===== src/rtl/cpu_pkg.sv =====
// cpu_pkg: shared definitions for the divider slice.
//   WIDTH_DEF    - default operand/result width for divider_8bit
//   div_state_e  - divider FSM states (IDLE, RUN, DONE)
//   cla4()       - 4-bit carry-lookahead adder cell, returns {carry_out, sum}
package cpu_pkg;

  localparam int unsigned WIDTH_DEF = 8;

  typedef enum logic [1:0] {
    ST_IDLE = 2'd0,
    ST_RUN  = 2'd1,
    ST_DONE = 2'd2
  } div_state_e;

  function automatic logic [4:0] cla4(input logic [3:0] a, input logic [3:0] b,
                                      input logic ci);
    logic [3:0] g;
    logic [3:0] p;
    logic [4:0] c;
    g    = a & b;
    p    = a ^ b;
    c[0] = ci;
    c[1] = g[0] | (p[0] & c[0]);
    c[2] = g[1] | (p[1] & g[0]) | (p[1] & p[0] & c[0]);
    c[3] = g[2] | (p[2] & g[1]) | (p[2] & p[1] & g[0]) | (p[2] & p[1] & p[0] & c[0]);
    c[4] = g[3] | (p[3] & g[2]) | (p[3] & p[2] & g[1]) | (p[3] & p[2] & p[1] & g[0])
         | (p[3] & p[2] & p[1] & p[0] & c[0]);
    return {c[4], p ^ c[3:0]};
  endfunction

endpackage


===== src/rtl/sub_nbit.sv =====
// sub_nbit: unsigned N-bit subtractor a - b built from 4-bit lookahead cells
// (a + ~b + 1), ripple-carried between cells.
//   a, b   - N-bit operands
//   diff   - N-bit two's-complement difference
//   borrow - 1 when b > a
import cpu_pkg::*;

module sub_nbit #(
  parameter int unsigned N = 9
) (
  input  logic [N-1:0] a,
  input  logic [N-1:0] b,
  output logic [N-1:0] diff,
  output logic         borrow
);

  localparam int unsigned NB = (N + 3) / 4;
  localparam int unsigned NP = NB * 4;

  logic [NP-1:0] a_p;
  logic [NP-1:0] bn_p;
  logic [NP-1:0] s_p;
  logic [NB:0]   c;

  // Zero-extend both operands before inverting b: the padded lanes of ~b are
  // all ones, so the carry passes through them unchanged to c[NB].
  assign a_p  = NP'(a);
  assign bn_p = ~(NP'(b));
  assign c[0] = 1'b1;

  for (genvar i = 0; i < NB; i++) begin : g_cla
    assign {c[i+1], s_p[4*i +: 4]} = cla4(a_p[4*i +: 4], bn_p[4*i +: 4], c[i]);
  end

  if (NP > N) begin : g_pad
    logic unused_pad;
    assign unused_pad = ^s_p[NP-1:N];
  end

  assign diff   = s_p[N-1:0];
  assign borrow = ~c[NB];

endmodule


===== src/rtl/divider_8bit.sv =====
// divider_8bit: multi-cycle restoring unsigned divider, one quotient bit per
// clock, MSB first.
//   clk, rst_n           - clock, asynchronous active-low reset
//   start                - request, accepted when busy=0 (IDLE or DONE)
//   dividend, divisor    - operands, captured on the accepting edge
//   busy                 - high while iterating
//   done                 - one-cycle pulse, results valid
//   quotient, remainder  - last result, held until the next accepting edge
//   div_zero             - last operation had divisor=0 (fast path only)
// Build option: DIVIDER_ZERO_CHECK_EN enables the zero-divisor fast path
// (IDLE/DONE -> DONE in one edge). Without it a zero divisor runs the full
// iteration and div_zero is tied low.
import cpu_pkg::*;

module divider_8bit #(
  parameter int unsigned WIDTH = WIDTH_DEF
) (
  input  logic             clk,
  input  logic             rst_n,
  input  logic             start,
  input  logic [WIDTH-1:0] dividend,
  input  logic [WIDTH-1:0] divisor,
  output logic             busy,
  output logic             done,
  output logic [WIDTH-1:0] quotient,
  output logic [WIDTH-1:0] remainder,
  output logic             div_zero
);

  localparam int unsigned CW = (WIDTH > 1) ? $clog2(WIDTH) : 1;

  div_state_e       state_q, state_d;
  logic [CW-1:0]    cnt_q, cnt_d;
  logic [WIDTH-1:0] rem_q, rem_d;   // partial remainder
  logic [WIDTH-1:0] dvd_q, dvd_d;   // dividend bits shift out, quotient bits shift in
  logic [WIDTH-1:0] dvs_q, dvs_d;
  logic [WIDTH-1:0] quo_q, quo_d;
  logic [WIDTH-1:0] rmd_q, rmd_d;

  logic [WIDTH:0]   shifted;
  logic [WIDTH:0]   diff;
  logic             borrow;
  logic [WIDTH-1:0] rem_step;
  logic [WIDTH-1:0] dvd_step;
  logic             accept;
  logic             zero_fast;
  logic             run_last;
  logic             unused_diff_msb;

  assign shifted = {rem_q, dvd_q[WIDTH-1]};

  sub_nbit #(.N(WIDTH + 1)) u_sub (
    .a      (shifted),
    .b      ({1'b0, dvs_q}),
    .diff   (diff),
    .borrow (borrow)
  );

  // When the trial subtraction keeps its result the difference is below the
  // divisor, so its top bit is always zero; on restore, shifted < divisor.
  assign unused_diff_msb = diff[WIDTH];
  assign rem_step = borrow ? shifted[WIDTH-1:0] : diff[WIDTH-1:0];
  assign dvd_step = {dvd_q[WIDTH-2:0], ~borrow};

  assign accept   = start && (state_q != ST_RUN);
  assign run_last = (state_q == ST_RUN) && (cnt_q == CW'(WIDTH - 1));

`ifdef DIVIDER_ZERO_CHECK_EN
  assign zero_fast = (divisor == '0);
`else
  assign zero_fast = 1'b0;
`endif

  always_comb begin
    state_d = state_q;
    cnt_d   = cnt_q;
    rem_d   = rem_q;
    dvd_d   = dvd_q;
    dvs_d   = dvs_q;
    quo_d   = quo_q;
    rmd_d   = rmd_q;
    case (state_q)
      ST_IDLE, ST_DONE: begin
        if (accept && zero_fast) begin
          state_d = ST_DONE;
          quo_d   = '1;
          rmd_d   = dividend;
        end else if (accept) begin
          state_d = ST_RUN;
          cnt_d   = '0;
          rem_d   = '0;
          dvd_d   = dividend;
          dvs_d   = divisor;
        end else begin
          state_d = ST_IDLE;
        end
      end
      ST_RUN: begin
        rem_d = rem_step;
        dvd_d = dvd_step;
        if (run_last) begin
          state_d = ST_DONE;
          cnt_d   = '0;
          quo_d   = dvd_step;
          rmd_d   = rem_step;
        end else begin
          cnt_d = cnt_q + 1'b1;
        end
      end
      default: state_d = ST_IDLE;
    endcase
  end

  always_ff @(posedge clk or negedge rst_n) begin
    if (!rst_n) begin
      state_q <= ST_IDLE;
      cnt_q   <= '0;
      rem_q   <= '0;
      dvd_q   <= '0;
      dvs_q   <= '0;
      quo_q   <= '0;
      rmd_q   <= '0;
    end else begin
      state_q <= state_d;
      cnt_q   <= cnt_d;
      rem_q   <= rem_d;
      dvd_q   <= dvd_d;
      dvs_q   <= dvs_d;
      quo_q   <= quo_d;
      rmd_q   <= rmd_d;
    end
  end

`ifdef DIVIDER_ZERO_CHECK_EN
  logic dz_q;

  // Set by the fast path, cleared only when a full iteration completes, so it
  // holds across RUN like the other results.
  always_ff @(posedge clk or negedge rst_n) begin
    if (!rst_n) begin
      dz_q <= 1'b0;
    end else if (accept && zero_fast) begin
      dz_q <= 1'b1;
    end else if (run_last) begin
      dz_q <= 1'b0;
    end
  end

  assign div_zero = dz_q;
`else
  assign div_zero = 1'b0;
`endif

  assign busy      = (state_q == ST_RUN);
  assign done      = (state_q == ST_DONE);
  assign quotient  = quo_q;
  assign remainder = rmd_q;

endmodule

===== config.mk =====
export PLATFORM = sky130hd
export DESIGN_NAME = divider_8bit
export DESIGN_NICKNAME = d
export VERILOG_FILES = /design/src/rtl/cpu_pkg.sv /design/src/rtl/sub_nbit.sv /design/src/rtl/divider_8bit.sv
export SDC_FILE = /design/constraint.sdc
export NUM_CORES = 1
export LEC_CHECK = 0
export ABC_AREA = 1
export CORE_ASPECT_RATIO = 1.4
export CORE_MARGIN = 1.5
export CORE_UTILIZATION = 40
export CTS_CLUSTER_SIZE = 16
export DETAILED_ROUTE_END_ITERATION = 10
export GPL_TIMING_DRIVEN = 0
export PLACE_DENSITY_LB_ADDON = 0.08
export SETUP_SLACK_MARGIN = 0.3
export SLEW_MARGIN = 20
export SYNTH_ARGS = -nofsm -noshare
export SYNTH_HDL_FRONTEND = slang
export SYNTH_SLANG_ARGS = --single-unit
export TNS_END_PERCENT = 1

===== constraint.sdc =====
create_clock -name clk -period 2.1 [get_ports clk]
set_input_delay 0.21 -clock clk [delete_from_list [all_inputs] [get_ports clk]]
set_output_delay 0.21 -clock clk [all_outputs]
set_load 0.005 [all_outputs]

==> metrics.md, run 1 <==
| Metric | Value |
|---|---|
| Syn avg cell area | `8.79 um^2` |
| VDD IR max | `901 uV` |
| Die area | `0.00641 mm^2` |
| DRT Wirelength | `5350 um` |
| Crit Path Max Fanout | `3` |
| CP dominant cell by count | `nand2_2` |
| Layout cells sized above 1 | `21.6%` |
| Post-synth EDFFs | `0` |
| Top post-synthesis cells by area | `dfrtp_1 47%, nand2_1 11%, inv_1 6.2%, ha_1 5.8%, nand3_1 3.0%` |
| Io pins | `38` |
| Finished Core Util | `54.6%` |
| Synth warnings | `0` |
| TritonCTS clock tree | `done` |
| Global route total overflow | `0` |
| Core area | `0.00578 mm^2` |
| Longest Clk Path Bufs | `2` |
| Clk slew on worst S/H paths | `0.09 ns` |
| Post-Synthesis Cell Area | `0.00237 mm^2` |
| Most instantiated library cell after synthesis | `nand2_1` |
| Final Cycle Share | `89.2%` |
| Antenna cell count | `0` |
| Hold Crit Class | `input pin to flip-flop` |
| RSZ-0062 raised after global routing | `yes` |
| Critical path type | `flip-flop to flip-flop` |
| Die height | `94.1 um` |
| Clk sink count | `45` |
| Fin crit period | `1.87 ns` |
| Met1 GRT Util | `23.4%` |
| Synth area leader | `dfrtp_1` |
| Yosys top cell area share | `47.5%` |
| Gr busiest metal | `met2` |
| Total vias in the final route | `1935` |
| Layout Cells excl Fill | `398` |
| First-pass GRT wire length | `9090 um` |
| CP max-delay cell | `fa_2` |
| WP buf/inv | `3` |
| Die width | `68.1 um` |
| IO Port Bufs | `35` |
| Nets | `359` |
| HPWL Detailed | `3880 um` |
| Setup crit end kind | `flip-flop` |
| Met3 Usage GRT | `3.24%` |
| DRT antenna net count | `0` |
| Placer congestion estimate | `0.779` |
| Arr. time, crit path | `2.04 ns` |
| DP Worst Slack | `0.0776 ns` |
| Pwr Density | `1830 mW/mm^2` |
| Via density | `4.86` |
| Initial antenna violation count | `0` |
| Fin. max-slew vios | `0` |
| Actual slew at the worst max-slew pin | `0.653 ns` |
| WP data required | `2.27 ns` |
| Final setup fails | `0` |
| Slack of the critical path | `0.227 ns` |
| Pin count of the biggest net entering global routing | `27` |
| Seq/Total Area, Yosys | `47.5%` |
| Met2 Usage GRT | `33.6%` |
| CP startpoint kind | `flip-flop` |
| Max stage delay on crit path | `0.52 ns` |
| Synth Register Bits | `45` |
| Rows | `33` |
| Final instance area | `0.00316 mm^2` |
| Wire per inst | `13.4 um` |
| Final Hold Viols | `0` |
| DRT Pass-1 Iters | `4` |
| Clock root cell | `clkbuf_8` |
| Total Power | `5.78 mW` |
| Fillers | `541` |
| Cell variety after synth | `36` |
| Dpl cells | `376` |
| H-tree depth | `2` |
| Ys flop type | `dfrtp_1` |
| Worst hold slack | `0.294 ns` |
| Total track usage | `19.2%` |
| CP cell instances | `inv_2 -> ha_4 -> inv_1 -> nand2_2 -> nand3_2 -> nand2_2 -> inv_2 -> fa_2 -> nand2_2 -> o21ai_2 -> o21bai_1` |
| Max-cap viol count | `0` |
| Vias in the first global route | `1921` |
| Post-Syn Nets | `301` |
| DRC | `0` |
| Top delay family on crit path | `adder cells` |
| Initial drt markers | `87` |
| Initial core utilization | `41.0%` |
| LEAKAGE | `1.56 nW` |
| CTS Buf Count | `5` |
| Post-synth top cells | `67 x nand2_1, 45 x dfrtp_1, 39 x inv_1` |
| Area growth, synth to finish | `33.1%` |
| Relative slew slack | `56.5%` |
| Clock latency on the worst-skew pair | `0.30 ns` |
| Ys async rst share | `100%` |
| Outcome | `finished clean` |
| Cells after synthesis | `270` |
| Worst Skew | `0.00877 ns` |
| Placed Area | `0.00287 mm^2` |
| Sum of negative setup slack | `0 ns` |
| Fmax | `534 MHz` |
final cells by class:
class	count	area (um^2)	share of cell area [%]
flip-flops and latches	45	1130	35.8
multi-input cells	173	1100	34.9
repair buffers	51	519	16.4
inverters	44	165	5.23
well taps	70	87.6	2.77
clock buffers	5	68.8	2.18
plain buffers	8	51.3	1.63
clock inverters	2	35.0	1.11
worst min-delay path: cells and delay by family:
family,cells,cell delay (ns)
buffers and inverters,1,0.19
and+or+nand+nor,1,0.10
AOI/OAI and AO/OA,1,0.06
cell families after synthesis:
| logic type | share of synthesized area [%] |
|---|---|
| AND/OR/NAND/NOR | 23.1 |
| buffers and inverters | 9.12 |
| AO/OA/AOI/OAI | 12.4 |
| other | 0.158 |
| XOR/XNOR | 1.11 |
| adder cells (fa/ha/maj) | 6.65 |
| flip-flops | 47.5 |
state kept, by name, indices dropped and copies added, names as in the netlist:
signal / count
cnt_q: 3
dvs_q: 8
rem_q: 8
state_q: 2
quotient: 8
dvd_q: 8
remainder: 8
metal layers:
metal	share of wire (%)	up-vias
met3	4.0	4
met2	53	42
met4	1.5	0
met5	0	-
met1	41	913
li1	-	976
cell usage in the layout, fill, tap and decap left out, drive strengths merged, types with 5 or more instances in the layout:
| cell type | netlist | final |
|---|---|---|
| nand2 | 72 | 72 |
| dfrtp | 45 | 45 |
| inv | 43 | 43 |
| clkdlybuf4s50 | 0 | 34 |
| buf | 8 | 24 |
| nor2 | 21 | 21 |
| nand3 | 17 | 17 |
| o21ai | 13 | 13 |
| a21oi | 11 | 11 |
| ha | 11 | 11 |
| o21bai | 8 | 8 |
| o221ai | 7 | 7 |
| clkbuf | 0 | 5 |
power by group:
part           internal (mW)  switching (mW)  leakage (nW)
clock                  0.346           0.302        0.0540
sequential              1.30           0.248         0.539
combinational           1.73            1.85         0.971
total                   3.38            2.40          1.56
final timing paths:
kind / to / from / depth (start not counted) / slack (ns)
setup / recovery: rem_q[4] / dvd_q[7] / 11 / 0.23
hold / removal: dvd_q[6] / start / 3 / 0.29
setup reg to reg: rem_q[4] / dvd_q[7] / 11 / 0.23
hold reg to reg: remainder[6] / remainder[6] / 2 / 0.48
max in group asynchronous: rem_q[1] / rst_n / 3 / 1.09
min in group asynchronous: quotient[4] / rst_n / 2 / 0.46
repair_timing:
| action | 4_1_cts | 5_1_grt |
|---|---|---|
| resized for setup | 11 | 5 |
| setup endpoints to repair | 15 | 27 |
| pin swaps | 9 | 1 |
| gates cloned | 1 | 0 |
| endpoints found under the hold margin | 25 | 0 |
| hold buffers | 1 | 0 |
| buffers inserted | 12 | 1 |
Note: power is estimated with default switching activity, not from simulation.
==> run 2: changes to the inputs <==
--- a/config.mk
+++ b/config.mk
@@ -6,10 +6,11 @@
 export NUM_CORES = 1
 export LEC_CHECK = 0
 export ABC_AREA = 1
+export CAP_MARGIN = 20
 export CORE_ASPECT_RATIO = 1.4
 export CORE_MARGIN = 1.5
 export CORE_UTILIZATION = 40
-export CTS_CLUSTER_SIZE = 16
+export CTS_CLUSTER_SIZE = 24
 export DETAILED_ROUTE_END_ITERATION = 10
 export GPL_TIMING_DRIVEN = 0
 export PLACE_DENSITY_LB_ADDON = 0.08
==> results of run 2 <==
The final DEF is identical to that of run 1; final timing and power are the same.
==> run 3: changes to the inputs <==
--- a/config.mk
+++ b/config.mk
@@ -15,6 +15,7 @@
 export GPL_TIMING_DRIVEN = 0
 export PLACE_DENSITY_LB_ADDON = 0.08
 export SETUP_SLACK_MARGIN = 0.3
+export SKIP_CTS_REPAIR_TIMING = 1
 export SLEW_MARGIN = 20
 export SYNTH_ARGS = -nofsm -noshare
 export SYNTH_HDL_FRONTEND = slang
==> metrics.md, run 3 (synthesized netlist as in run 1, its figures left out) <==
| Metric | Value |
|---|---|
| Clock root cell | `clkbuf_8 (unchanged)` |
| LEAKAGE | `1.52 nW (was 1.56 nW)` |
| M1 wire length | `2220 um (was 2200 um)` |
| TritonCTS clock tree | `done (unchanged)` |
| Hold Crit Class | `input pin to flip-flop (unchanged)` |
| Io pins | `38 (unchanged)` |
| CP startpoint kind | `flip-flop (unchanged)` |
| Dpl cells | `376 (unchanged)` |
| Placer congestion estimate | `0.779 (unchanged)` |
| Max-cap viol count | `0 (unchanged)` |
| Initial drt markers | `96 (was 87)` |
| Commonest non-fill, non-tap cell in the layout | `nand2_1 (unchanged)` |
| Pwr Density | `1790 mW/mm^2 (was 1830 mW/mm^2)` |
| DRT Wirelength | `5220 um (was 5350 um)` |
| Clk slew on worst S/H paths | `0.09 ns (about the same)` |
| CP dominant cell by count | `nand2_2 (unchanged)` |
| CP cell instances | `ha_4 -> nand2_2 -> clkinv_1 -> nand3_2 -> nand2_4 -> inv_2 -> fa_2 -> nand2_2 -> o21ai_2 -> o21bai_1 (was inv_2 -> ha_4 -> inv_1 -> nand2_2 -> nand3_2 -> nand2_2 -> inv_2 -> fa_2 -> nand2_2 -> o21ai_2 -> o21bai_1)` |
| Rows | `33 (unchanged)` |
| Final Hold Viols | `0 (unchanged)` |
| Placed Area | `0.00287 mm^2 (unchanged)` |
| Commonest cells after routing, fill and taps aside | `65 x nand2_1, 43 x dfrtp_1, 35 x inv_1, 34 x clkdlybuf4s50_1, 14 x nor2_1 (was 63 x nand2_1, 43 x dfrtp_1, 36 x inv_1, 34 x clkdlybuf4s50_1, 14 x nor2_1)` |
| IO Port Bufs | `35 (unchanged)` |
| Total Power | `5.50 mW (was 5.78 mW)` |
| Max layer used | `met4 (unchanged)` |
| Met2 WL | `2740 um (was 2850 um)` |
| Fin crit period | `1.91 ns (was 1.87 ns)` |
| Outcome | `finished clean (unchanged)` |
| CTS Buf Count | `5 (unchanged)` |
| Clock latency on the worst-skew pair | `0.30 ns (about the same)` |
| WP data required | `2.27 ns (about the same)` |
| Setup crit end kind | `flip-flop (unchanged)` |
| HPWL Detailed | `3880 um (unchanged)` |
| Antenna cell count | `0 (unchanged)` |
| Initial core utilization | `41.0% (unchanged)` |
| Slack of the critical path | `0.193 ns (was 0.227 ns)` |
| H-tree depth | `2 (unchanged)` |
| Actual slew at the worst max-slew pin | `0.651 ns (was 0.653 ns)` |
| DRC | `0 (unchanged)` |
| DRT antenna net count | `0 (unchanged)` |
| Via density | `4.84 (was 4.86)` |
| Relative slew slack | `56.6% (was 56.5%)` |
| Crit Path Max Fanout | `4 (was 3)` |
| Arr. time, crit path | `2.08 ns (was 2.04 ns)` |
| Total vias in the final route | `1897 (was 1935)` |
| Die area | `0.00641 mm^2 (unchanged)` |
| Layout Cells excl Fill | `392 (was 398)` |
| CP max-delay cell | `fa_2 (unchanged)` |
| Fin. max-slew vios | `0 (unchanged)` |
| Area growth, synth to finish | `29.8% (was 33.1%)` |
| Nets | `353 (was 359)` |
| Initial antenna violation count | `0 (unchanged)` |
| Total track usage | `18.3% (was 19.2%)` |
| WP buf/inv | `2 (was 3)` |
| Final setup fails | `0 (unchanged)` |
| Longest Clk Path Bufs | `2 (unchanged)` |
| Critical path type | `flip-flop to flip-flop (unchanged)` |
| Die height | `94.1 um (unchanged)` |
| Global route total overflow | `0 (unchanged)` |
| Fmax | `524 MHz (was 534 MHz)` |
| DP Worst Slack | `0.0776 ns (unchanged)` |
| Pin count of the biggest net entering global routing | `27 (unchanged)` |
| DRT Pass-1 Iters | `4 (unchanged)` |
| Layout cells sized above 1 | `18.9% (was 21.6%)` |
| Top delay family on crit path | `adder cells (unchanged)` |
| Wire per inst | `13.3 um (was 13.4 um)` |
| First-pass GRT wire length | `8640 um (was 9090 um)` |
| WL met3 | `180 um (was 213 um)` |
| Max stage delay on crit path | `0.52 ns (about the same)` |
| Core area | `0.00578 mm^2 (unchanged)` |
| Sum of negative setup slack | `0 ns (unchanged)` |
| Clk sink count | `45 (unchanged)` |
| Die width | `68.1 um (unchanged)` |
| VDD IR max | `916 uV (was 901 uV)` |
| RSZ-0062 raised after global routing | `yes (unchanged)` |
| Final Cycle Share | `90.8% (was 89.2%)` |
| Fillers | `549 (was 541)` |
| Worst Skew | `0.00756 ns (was 0.00877 ns)` |
| Final instance area | `0.00308 mm^2 (was 0.00316 mm^2)` |
| Vias in the first global route | `1829 (was 1921)` |
## run 3: cell count changes in the layout (fill, tap and decap cells not counted), moves of 2 or more
| cell | delta |
|---|---|
| nand3_1 | +2 |
| o21ai_2 | -2 |
| nand2_1 | +2 |
| nand3_2 | -2 |
| buf_4 | -2 |
| buf_6 | -3 |
| nand2_2 | -3 |
## run 3: tightest hold or removal path: cells and delay by family
| kind | cells | cell delay, ns |
|---|---|---|
| AO/OA/AOI/OAI | 1 | 0.06 |
| buffers and inverters | 1 | 0.19 |
| AND/OR/NAND/NOR | 1 | 0.10 |
## run 3: final timing paths
| check | startpoint | endpoint | slack, ns | depth (start not counted) |
|---|---|---|---|---|
| min reg2reg | remainder[6] | remainder[6] | 0.48 | 2 |
| max | rem_q[1] | rem_q[4] | 0.19 | 10 |
| min | start | dvd_q[6] | 0.30 | 3 |
| max reg2reg | rem_q[1] | rem_q[4] | 0.19 | 10 |
| max in group asynchronous | rst_n | rem_q[1] | 1.09 | 3 |
| min in group asynchronous | rst_n | quotient[4] | 0.47 | 2 |
## run 3: cell type report
| class | instances | area (um^2) | share of cell area [%] |
|---|---|---|---|
| flip-flops and latches | 45 | 1130 | 36.7 |
| clock buffers | 5 | 68.8 | 2.23 |
| plain buffers | 8 | 56.3 | 1.83 |
| well taps | 70 | 87.6 | 2.84 |
| inverters | 44 | 165 | 5.36 |
| multi-input cells | 173 | 1090 | 35.6 |
| repair buffers | 45 | 443 | 14.4 |
| clock inverters | 2 | 35.0 | 1.14 |
## run 3: metrics by stage
stage	util (%)	hold slack [ns]
2_1_floorplan	-	-0.0856
3_3_place_gp	49.2	0.463
3_5_place_dp	49.6	0.279
4_1_cts	51.4	-0.0499
5_1_grt	53.3	0.305
6_report	53.3	0.297
## run 3: power breakdown
group	total (mW)	switching (mW)	leakage [nW]	internal [mW]
combinational	3.30	1.77	0.926	1.53
clock	0.646	0.299	0.0540	0.346
sequential	1.56	0.252	0.539	1.30
## run 3: routing by layer
metal | global-route usage [%] | vias up
met2 | 31.7 | 33
li1 | - | 962
met1 | 22.5 | 898
met3 | 3.24 | 4
met4 | 6.00 | 0
met5 | 0 | -
